File: src/rtl/id_branch_sequencer_pkg.sv
// Shared definitions for the ID-stage branch delay-slot sequencer: state
// encoding, MIPS opcode/funct field values and the slot-count helper.
package id_branch_sequencer_pkg;

  typedef enum logic [1:0] {
    ST_IDLE  = 2'd0,
    ST_SLOT  = 2'd1,
    ST_ANNUL = 2'd2
  } seq_state_e;

  // Primary opcode field (instr[31:26]).
  localparam logic [5:0] OP_SPECIAL = 6'h00;
  localparam logic [5:0] OP_REGIMM  = 6'h01;
  localparam logic [5:0] OP_J       = 6'h02;
  localparam logic [5:0] OP_JAL     = 6'h03;
  localparam logic [5:0] OP_BEQ     = 6'h04;
  localparam logic [5:0] OP_BNE     = 6'h05;
  localparam logic [5:0] OP_BLEZ    = 6'h06;
  localparam logic [5:0] OP_BGTZ    = 6'h07;
  localparam logic [5:0] OP_COP0    = 6'h10;
  localparam logic [5:0] OP_BEQL    = 6'h14;
  localparam logic [5:0] OP_BNEL    = 6'h15;
  localparam logic [5:0] OP_BLEZL   = 6'h16;
  localparam logic [5:0] OP_BGTZL   = 6'h17;

  // Function field (instr[5:0]).
  localparam logic [5:0] FN_JR      = 6'h08;
  localparam logic [5:0] FN_JALR    = 6'h09;
  localparam logic [5:0] FN_ERET    = 6'h18;

  // Number of delay slots the decoded control transfer owns.
  function automatic logic [1:0] eff_slots(input logic       is_eret,
                                           input logic       eret_slot,
                                           input logic [1:0] delay_slots);
    return (is_eret && !eret_slot) ? 2'd0 : delay_slots;
  endfunction

endpackage

File: src/rtl/id_branch_sequencer_slot_counter.sv
// Loadable down-counter tracking delay slots still to come after the
// current one; clear has priority over load, load over decrement.
module id_branch_sequencer_slot_counter (
  input  logic       clk,
  input  logic       reset_n,
  input  logic       clear,
  input  logic       load,
  input  logic [1:0] load_val,
  input  logic       dec,
  output logic [1:0] count,
  output logic       zero
);

  logic [1:0] count_q;

  // NOTE: sequential state is always assigned with <= so every flop samples
  // pre-edge values regardless of the order of statements or blocks.
  always_ff @(posedge clk or negedge reset_n) begin
    if (!reset_n) begin
      count_q <= 2'd0;
    end else if (clear) begin
      count_q <= 2'd0;
    end else if (load) begin
      count_q <= load_val;
    end else if (dec && (count_q != 2'd0)) begin
      count_q <= count_q - 2'd1;
    end
  end

  assign count = count_q;
  assign zero  = (count_q == 2'd0);

endmodule

File: src/rtl/id_branch_sequencer.sv
// ID-stage delay-slot sequencer: tracks the slots following a control
// transfer, marks/annuls slot instructions and times the fetch redirect.
module id_branch_sequencer #(
  parameter int DELAY_SLOTS = 1,
  parameter int LIKELY_EN   = 1,
  parameter int ERET_SLOT   = 0
) (
  input  logic        clk,
  input  logic        reset_n,
  input  logic        id_valid,
  input  logic        stall,
  input  logic        flush,
  input  logic        is_branch,
  input  logic        is_likely,
  input  logic        is_eret,
  input  logic        taken,
  input  logic [31:0] id_pc,
  output logic        redirect,
  output logic        in_slot,
  output logic        annul,
  output logic [31:0] epc_base,
  output logic [1:0]  slots_left,
  output logic        slot_err
);

  import id_branch_sequencer_pkg::*;

  seq_state_e  state_q, state_d;
  logic [31:0] branch_pc_q;
  logic        tkn_q;

  logic        advance;
  logic        likely_eff;
  logic [1:0]  n_eff;
  logic        capture;
  logic        load_cnt;
  logic        dec_cnt;
  logic        redirect_c;
  logic [1:0]  cnt_q;
  logic        cnt_zero;

  assign advance    = id_valid & ~stall & ~flush;
  assign likely_eff = (LIKELY_EN != 0) & is_likely;
  assign n_eff      = eff_slots(is_eret, ERET_SLOT != 0, 2'(DELAY_SLOTS));

  id_branch_sequencer_slot_counter u_slot_counter (
    .clk      (clk),
    .reset_n  (reset_n),
    .clear    (flush),
    .load     (load_cnt),
    .load_val (n_eff - 2'd1),
    .dec      (dec_cnt),
    .count    (cnt_q),
    .zero     (cnt_zero)
  );

  always_ff @(posedge clk or negedge reset_n) begin
    if (!reset_n) begin
      state_q <= ST_IDLE;
    end else begin
      state_q <= state_d;
    end
  end

  always_ff @(posedge clk or negedge reset_n) begin
    if (!reset_n) begin
      branch_pc_q <= 32'd0;
      tkn_q       <= 1'b0;
    end else if (flush) begin
      tkn_q       <= 1'b0;
    end else if (capture) begin
      branch_pc_q <= id_pc;
      tkn_q       <= taken;
    end
  end

  // NOTE: every signal driven here gets a default first, so no path through
  // the case statement can leave one unassigned and infer a latch.
  always_comb begin
    state_d    = state_q;
    capture    = 1'b0;
    load_cnt   = 1'b0;
    dec_cnt    = 1'b0;
    redirect_c = 1'b0;
    in_slot    = 1'b0;
    annul      = 1'b0;
    epc_base   = id_pc;
    slots_left = 2'd0;
    slot_err   = 1'b0;

    unique case (state_q)
      ST_IDLE: begin
        if (advance && is_branch) begin
          if (n_eff == 2'd0) begin
            redirect_c = taken;
          end else begin
            capture  = 1'b1;
            load_cnt = 1'b1;
            state_d  = (likely_eff && !taken) ? ST_ANNUL : ST_SLOT;
          end
        end
      end
      ST_SLOT, ST_ANNUL: begin
        in_slot    = 1'b1;
        annul      = (state_q == ST_ANNUL);
        epc_base   = branch_pc_q;
        slots_left = cnt_q;
        // A branch in a slot is reported and otherwise ignored.
        slot_err   = advance & is_branch;
        if (advance) begin
          if (cnt_zero) begin
            state_d    = ST_IDLE;
            redirect_c = tkn_q;
          end else begin
            dec_cnt = 1'b1;
          end
        end
      end
      default: state_d = ST_IDLE;
    endcase

    if (flush) begin
      state_d = ST_IDLE;
    end
  end

  // A zero-slot transfer decodes combinationally from the inputs, so it is
  // masked explicitly while reset is held.
  assign redirect = redirect_c & reset_n;

endmodule

File: config.mk
export PLATFORM = sky130hd
export DESIGN_NAME = id_branch_sequencer
export DESIGN_NICKNAME = d
export VERILOG_FILES = /design/src/rtl/id_branch_sequencer_pkg.sv /design/src/rtl/id_branch_sequencer_slot_counter.sv /design/src/rtl/id_branch_sequencer.sv
export SDC_FILE = /design/constraint.sdc
export NUM_CORES = 1
export LEC_CHECK = 0
export CORE_UTILIZATION = 48
export DETAILED_ROUTE_END_ITERATION = 8
export GPL_ROUTABILITY_DRIVEN = 0
export MAX_ROUTING_LAYER = met4
export PLACE_DENSITY = 0.87
export SYNTH_ARGS = -nofsm -noshare
export SYNTH_HDL_FRONTEND = slang
export SYNTH_HIERARCHICAL = 1
export SYNTH_SLANG_ARGS = --single-unit
File: constraint.sdc
create_clock -name clk -period 4.5 [get_ports clk]
set_clock_uncertainty 0.1 [all_clocks]
set_input_delay 1.125 -clock clk [delete_from_list [all_inputs] [get_ports clk]]
set_output_delay 1.125 -clock clk [all_outputs]
set_load 0.05 [all_outputs]
==> run_results.csv, run 1 <==
group,metric,value,unit
critical_path,end_kind,"primary output",
global_routing,antenna_found_initial,0,
global_routing,grtUsageTotal,0.2032,
clock_tree,clock-root-buffer,"clkbuf_8",
clock_tree,clock_sinks,37,
routing,drtAntennaViolNets,0,
power_and_ir_drop,comb_power_share,0.328,
clock_tree,ctsHoldBuffers,0,
clock_tree,clockBufferDepth,2,
clock_tree,clk_pin_slew,70,ps
critical_path,cp-startpoint,"flush",
finish,instances_no_fill,283,
clock_tree,h-tree-depth,2,
min_path,holdCritPathClass,"flop to flop",
routing,first_pass_iters,2,
sta,hold_viol,0,
placed_design,dp_hpwl,3222,um
sta,fin_setup_tns,0,ps
floorplan,coreArea,4354,um2
global_routing,grt_pass1_vias,1567,
logic_synthesis,synthArstFlopShare,1.000,
routing,first_iter_violations,54,
critical_path,critical_path_buf_inv_count,2,
logic_synthesis,yosysTopAreaCell,"dfrtp_1",
global_routing,grt_max_degree,38,
routing,post_drt_wl_per_cell,15.88,um
logic_synthesis,synth_seq_cells,37,
clock_tree,clkLatencyLatePin,280,ps
finish,area_growth,40.58,%
finish,diodes,0,
logic_synthesis,yosysTopAreaCellShare,0.4265,
sta,fin_crit,4188,ps
floorplan,rows,24,
sta,slew_violations,0,
critical_path,arrival,2960,ps
power_and_ir_drop,switchingPower,286.7,uW
floorplan,die_h,69.25,um
critical_path,critical_path_required,3270,ps
floorplan,die_w,69.25,um
critical_path,cpMostUsedCell,"clkdlybuf4s50_1",
global_routing,grt_overflow_total,0,
logic_synthesis,synthCells,150,
power_and_ir_drop,peakVddDrop,0.0002144,V
logic_synthesis,synth_commonest_cells,"37 x dfrtp_1, 35 x mux2_2, 29 x mux2_4",
power_and_ir_drop,power_density,318.3,nW/um2
floorplan,io_pins,79,
clock_tree,cts_tree,"built",
routing,vias,1460,
routing,drcViolationCount,0,
logic_synthesis,yosysSeqAreaShare,0.4265,
logic_synthesis,synth_top_flop_cell,"dfrtp_1",
critical_path,crit_type,"input pin to primary output",
sta,period_share,0.9306,
sta,max-slew-margin-rel,0.5865,
critical_path,path_cells,"clkdlybuf4s50_1, nand2b_1, nor3_1, clkdlybuf4s50_1",
logic_synthesis,netlist_area,2171,um2
sta,fmax,238.8,MHz
sta,setup_viol,0,
power_and_ir_drop,internal-power,684.7,uW
outcome,status,"finished clean",
logic_synthesis,synth_most_common_cell,"dfrtp_1",
critical_path,ff2ff_setup_slack,2020,ps
sta,tightest_slew,620.2,ps
logic_synthesis,syn_nets,195,
logic_synthesis,ys_warn_count,6,
power_and_ir_drop,seq_power_share,0.448,
logic_synthesis,synth_area_leaders,"dfrtp_1 43%, mux2_4 20%, mux2_2 18%",
finish,nNetsFinal,275,
clock_tree,numCtsBuffers,5,
power_and_ir_drop,switching_share,0.2951,
critical_path,critPathTopFamily,"buffers and inverters",
run,cap_violations,0,
finish,drive_gt1_frac,0.3550,
floorplan,dieArea,4796,um2
critical_path,cp_slowest_cell,"clkdlybuf4s50_1",
routing,via_per_inst,5.159,
logic_synthesis,syn_area_per_cell,14.47,um2
critical_path,max_stage_delay,840,ps
logic_synthesis,synth_edf_count,0,
placed_design,port_buffers,78,
clock_tree,cts_setup_buffers,0,
power_and_ir_drop,leakage,1.366,nW
sta,rsz0062_at_grt,"false",
routing,finalWirelength,4494,um
placed_design,post-place-cells,275,
global_routing,grt_pass1_wl,7514,um
min_path,min-delay-start,"branch_pc_q[6]",
power_and_ir_drop,clkPwrFrac,0.223,
critical_path,worst-path-max-fanout,7,
floorplan,start_util,0.4986,
clock_tree,ctsResizeCount,0,
logic_synthesis,ys_types,30,
critical_path,cp-start-kind,"input pin",
critical_path,rr_startpoint,"state_q[1]",
-- stage by stage --
step	worst slack [ps]	power (mW)	utilization	hold slack [ps]	area [um2]
after detailed placement	308.5	0.7606	0.6819	387.9	2969
after global placement	383.5	0.7499	0.6819	383.8	2969
after CTS	308.3	0.9835	0.7009	409.3	3052
after floorplan	83.62	0.6596	-	373.6	2171
final	312.3	0.9714	0.7009	408.5	3052
after global routing	211.5	1.023	0.7009	427.7	3052
-- layout make-up --
cell class	count	area [um2]
fill	317	1303
inverter	8	30.03
multi-input combinational	98	1135
clock buffer	6	72.57
sequential	37	925.9
clock inverter	2	10.01
tap	52	65.06
timing repair buffer	80	813.3
-- final timing paths --
| path | depth (start not counted) | to |
|---|---|---|
| max in group asynchronous | 2 | branch_pc_q[29] |
| hold reg to reg | 1 | branch_pc_q[6] |
| min in group asynchronous | 2 | branch_pc_q[11] |
| hold / removal | 1 | branch_pc_q[6] |
| setup / recovery | 4 | slot_err |
| setup reg to reg | 7 | u_slot_counter/count[1] |
-- sequential cells by signal, indices dropped and copies added, names as in the netlist --
| register | flops |
|---|---|
| branch_pc_q | 32 |
| state_q | 2 |
| u_slot_counter/count | 2 |
| tkn_q | 1 |
-- logic make-up (layout without fill, tap and decap cells) --
| group | after synthesis | in the layout | synth area share |
|---|---|---|---|
| AO/OA/AOI/OAI | 9 | 9 | 0.03343 |
| XOR/XNOR | 1 | 1 | 0.004035 |
| adder cells (fa/ha/maj) | 4 | 4 | 0.02306 |
| buffers and inverters | 15 | 96 | 0.05072 |
| flip-flops | 37 | 37 | 0.4265 |
| multiplexers | 64 | 64 | 0.3821 |
| AND/OR/NAND/NOR | 20 | 20 | 0.08011 |
-- power by group through the flow --
stage	registers [mW]	logic [mW]	clock network, mW
2_1_floorplan	0.429	0.231	0
3_3_place_gp	0.436	0.314	0
3_5_place_dp	0.440	0.321	0
4_1_cts	0.436	0.322	0.226
5_1_grt	0.447	0.336	0.241
6_report	0.436	0.319	0.217
-- per-layer routing --
metal,routed length (um),vias up,GRT usage
li1,-,701,-
met1,1939,699,0.2457
met2,2285,48,0.3376
met3,179,12,0.03488
met4,90,0,0.08163
met5,0,-,-
-- cell usage in the layout, fill, tap and decap left out, types with 2 or more instances in the layout --
cell type	count
nor3_1	2
nor2b_1	2
clkbuf_8	5
mux2_2	35
clkinv_2	2
dfrtp_1	37
mux2_4	29
ha_1	4
nand2b_1	4
inv_1	8
buf_12	2
clkdlybuf4s50_1	76
and2_1	2
o2bb2ai_1	2
(Power assumes the default switching activity.)
==> run 2, diff against run 1 <==
--- a/config.mk
+++ b/config.mk
@@ -5,6 +5,7 @@
 export SDC_FILE = /design/constraint.sdc
 export NUM_CORES = 1
 export LEC_CHECK = 0
+export CAP_MARGIN = 15
 export CORE_UTILIZATION = 48
 export DETAILED_ROUTE_END_ITERATION = 8
 export GPL_ROUTABILITY_DRIVEN = 0
==> results of run 2 <==
Same layout as run 1: the final DEF is identical, and so are final timing and power.
==> run 3, diff against run 2 <==
--- a/config.mk
+++ b/config.mk
@@ -9,6 +9,7 @@
 export CORE_UTILIZATION = 48
 export DETAILED_ROUTE_END_ITERATION = 8
 export GPL_ROUTABILITY_DRIVEN = 0
+export GPL_TIMING_DRIVEN = 0
 export MAX_ROUTING_LAYER = met4
 export PLACE_DENSITY = 0.87
 export SYNTH_ARGS = -nofsm -noshare
==> run_results.csv, run 3 (synthesis results as in run 1) <==
group,metric,value,unit
sta,period_share,0.9393,
sta,hold_viol,0,
sta,tightest_slew,812.6,ps
placed_design,port_buffers,78,
critical_path,arrival,3000,ps
sta,fin_crit,4227,ps
routing,vias,1481,
clock_tree,numCtsBuffers,5,
floorplan,die_w,69.25,um
power_and_ir_drop,switchingPower,293.2,uW
critical_path,path_cells,"clkdlybuf4s50_1, and2b_2, a41oi_1, nor4b_1, dlygate4sd2_1",
finish,top_register,"branch_pc_q",
clock_tree,h-tree-depth,2,
power_and_ir_drop,leakage,1.416,nW
global_routing,grt_max_degree,39,
global_routing,grt_pass1_wl,7631,um
critical_path,end_kind,"primary output",
finish,largest_reg_flops,32,
critical_path,worst-path-max-fanout,7,
clock_tree,cts_setup_buffers,0,
power_and_ir_drop,clkPwrFrac,0.250,
clock_tree,clock-root-buffer,"clkbuf_8",
run,cap_violations,0,
sta,fmax,236.6,MHz
clock_tree,clockBufferDepth,2,
critical_path,critical_path_required,3270,ps
routing,drcViolationCount,0,
routing,drtAntennaViolNets,0,
power_and_ir_drop,seq_power_share,0.432,
global_routing,antenna_found_initial,0,
critical_path,max_stage_delay,570,ps
finish,area_growth,43.34,%
sta,setup_viol,0,
min_path,holdCritPathClass,"flop to flop",
sta,rsz0062_at_grt,"false",
critical_path,critPathTopFamily,"buffers and inverters",
floorplan,start_util,0.4986,
clock_tree,cts_tree,"built",
global_routing,grtUsageTotal,0.2071,
global_routing,grt_pass1_vias,1605,
outcome,status,"finished clean",
power_and_ir_drop,total_power,1.009,mW
clock_tree,clock_sinks,37,
finish,final_cell_mix,"76 x clkdlybuf4s50_1, 37 x dfrtp_1, 35 x mux2_2",
clock_tree,clk_pin_slew,70,ps
routing,first_pass_iters,4,
finish,diodes,0,
critical_path,cp_slowest_cell,"dlygate4sd2_1",
finish,layout_commonest_cell,"clkdlybuf4s50_1",
global_routing,grt_overflow_total,0,
floorplan,die_h,69.25,um
critical_path,crit_type,"input pin to primary output",
finish,nNetsFinal,280,
critical_path,critical_path_buf_inv_count,2,
placed_design,dp_hpwl,3274,um
routing,post_drt_wl_per_cell,15.49,um
floorplan,rows,24,
routing,via_per_inst,5.142,
power_and_ir_drop,comb_power_share,0.317,
power_and_ir_drop,internal-power,716.2,uW
routing,finalWirelength,4461,um
floorplan,io_pins,79,
sta,max-slew-margin-rel,0.4582,
power_and_ir_drop,power_density,324.4,nW/um2
power_and_ir_drop,switching_share,0.2905,
power_and_ir_drop,peakVddDrop,0.0002206,V
finish,drive_gt1_frac,0.3686,
sta,hold-worst-slack,406.5,ps
routing,first_iter_violations,53,
floorplan,coreArea,4354,um2
sta,slew_violations,0,
critical_path,cp-start-kind,"input pin",
clock_tree,clkLatencyLatePin,290,ps
floorplan,dieArea,4796,um2
[run 3: changes by cell type in the layout (fill, tap and decap cells not counted)]
cell	previous run	this run
buf_4	1	0
clkinv_2	2	1
buf_12	2	3
clkbuf_8	5	7
clkbuf_1	1	0
dlygate4sd2_1	0	1
buf_2	1	5
[run 3: timing repair]
action,CTS,global route
hold buffers,0,0
resized for setup,1,0
endpoints found under the setup margin,1,0
[run 3: final timing paths]
kind	startpoint	endpoint	slack, ps	cells after the start
hold reg to reg	branch_pc_q[4]	branch_pc_q[4]	410	1
min in group asynchronous	reset_n	branch_pc_q[27]	830	1
setup reg to reg	state_q[1]	u_slot_counter/count[1]	2300	8
max in group asynchronous	reset_n	branch_pc_q[14]	2960	1
hold / removal	branch_pc_q[4]	branch_pc_q[4]	410	1
setup / recovery	flush	redirect	270	5
[run 3: layer usage]
metal	track usage	vias to the layer above	part of all wire	wire, um
li1	-	712	-	-
met1	0.2495	724	0.43	1932
met2	0.3506	41	0.52	2325
met3	0.04651	4	0.036	161
met4	0.05442	0	0.0090	40
met5	-	-	0	0
[run 3: metrics by stage]
step                TNS, ps  setup WS, ps  cell area (um2)    util  cells
finish                    0         273.4             3112  0.7147    288
global route              0         174.6             3112  0.7147    288
CTS                       0         268.4             3112  0.7147    288
detailed placement   -59.32        -59.32             3012  0.6917    280
global placement     -722.6        -722.6             3017  0.6928    280
floorplan                 0         83.62             2171       -    150
[run 3: final cells by class]
| type | instances | area [um2] |
|---|---|---|
| clock buffers | 7 | 96.34 |
| clock inverters | 1 | 5.005 |
| flip-flops and latches | 37 | 925.9 |
| well taps | 52 | 65.06 |
| inverters | 8 | 30.03 |
| multi-input cells | 98 | 1135 |
| plain buffers | 7 | 80.08 |
| fillers | 320 | 1242 |
| repair buffers | 78 | 774.5 |
[run 3: power groups by stage]
stage / Combinational [mW] / Clock (mW) / Sequential (mW)
3_5_place_dp: 0.322 / 0 / 0.441
2_1_floorplan: 0.231 / 0 / 0.429
5_1_grt: 0.339 / 0.277 / 0.445
3_3_place_gp: 0.315 / 0 / 0.436
4_1_cts: 0.324 / 0.257 / 0.437
6_report: 0.320 / 0.253 / 0.436
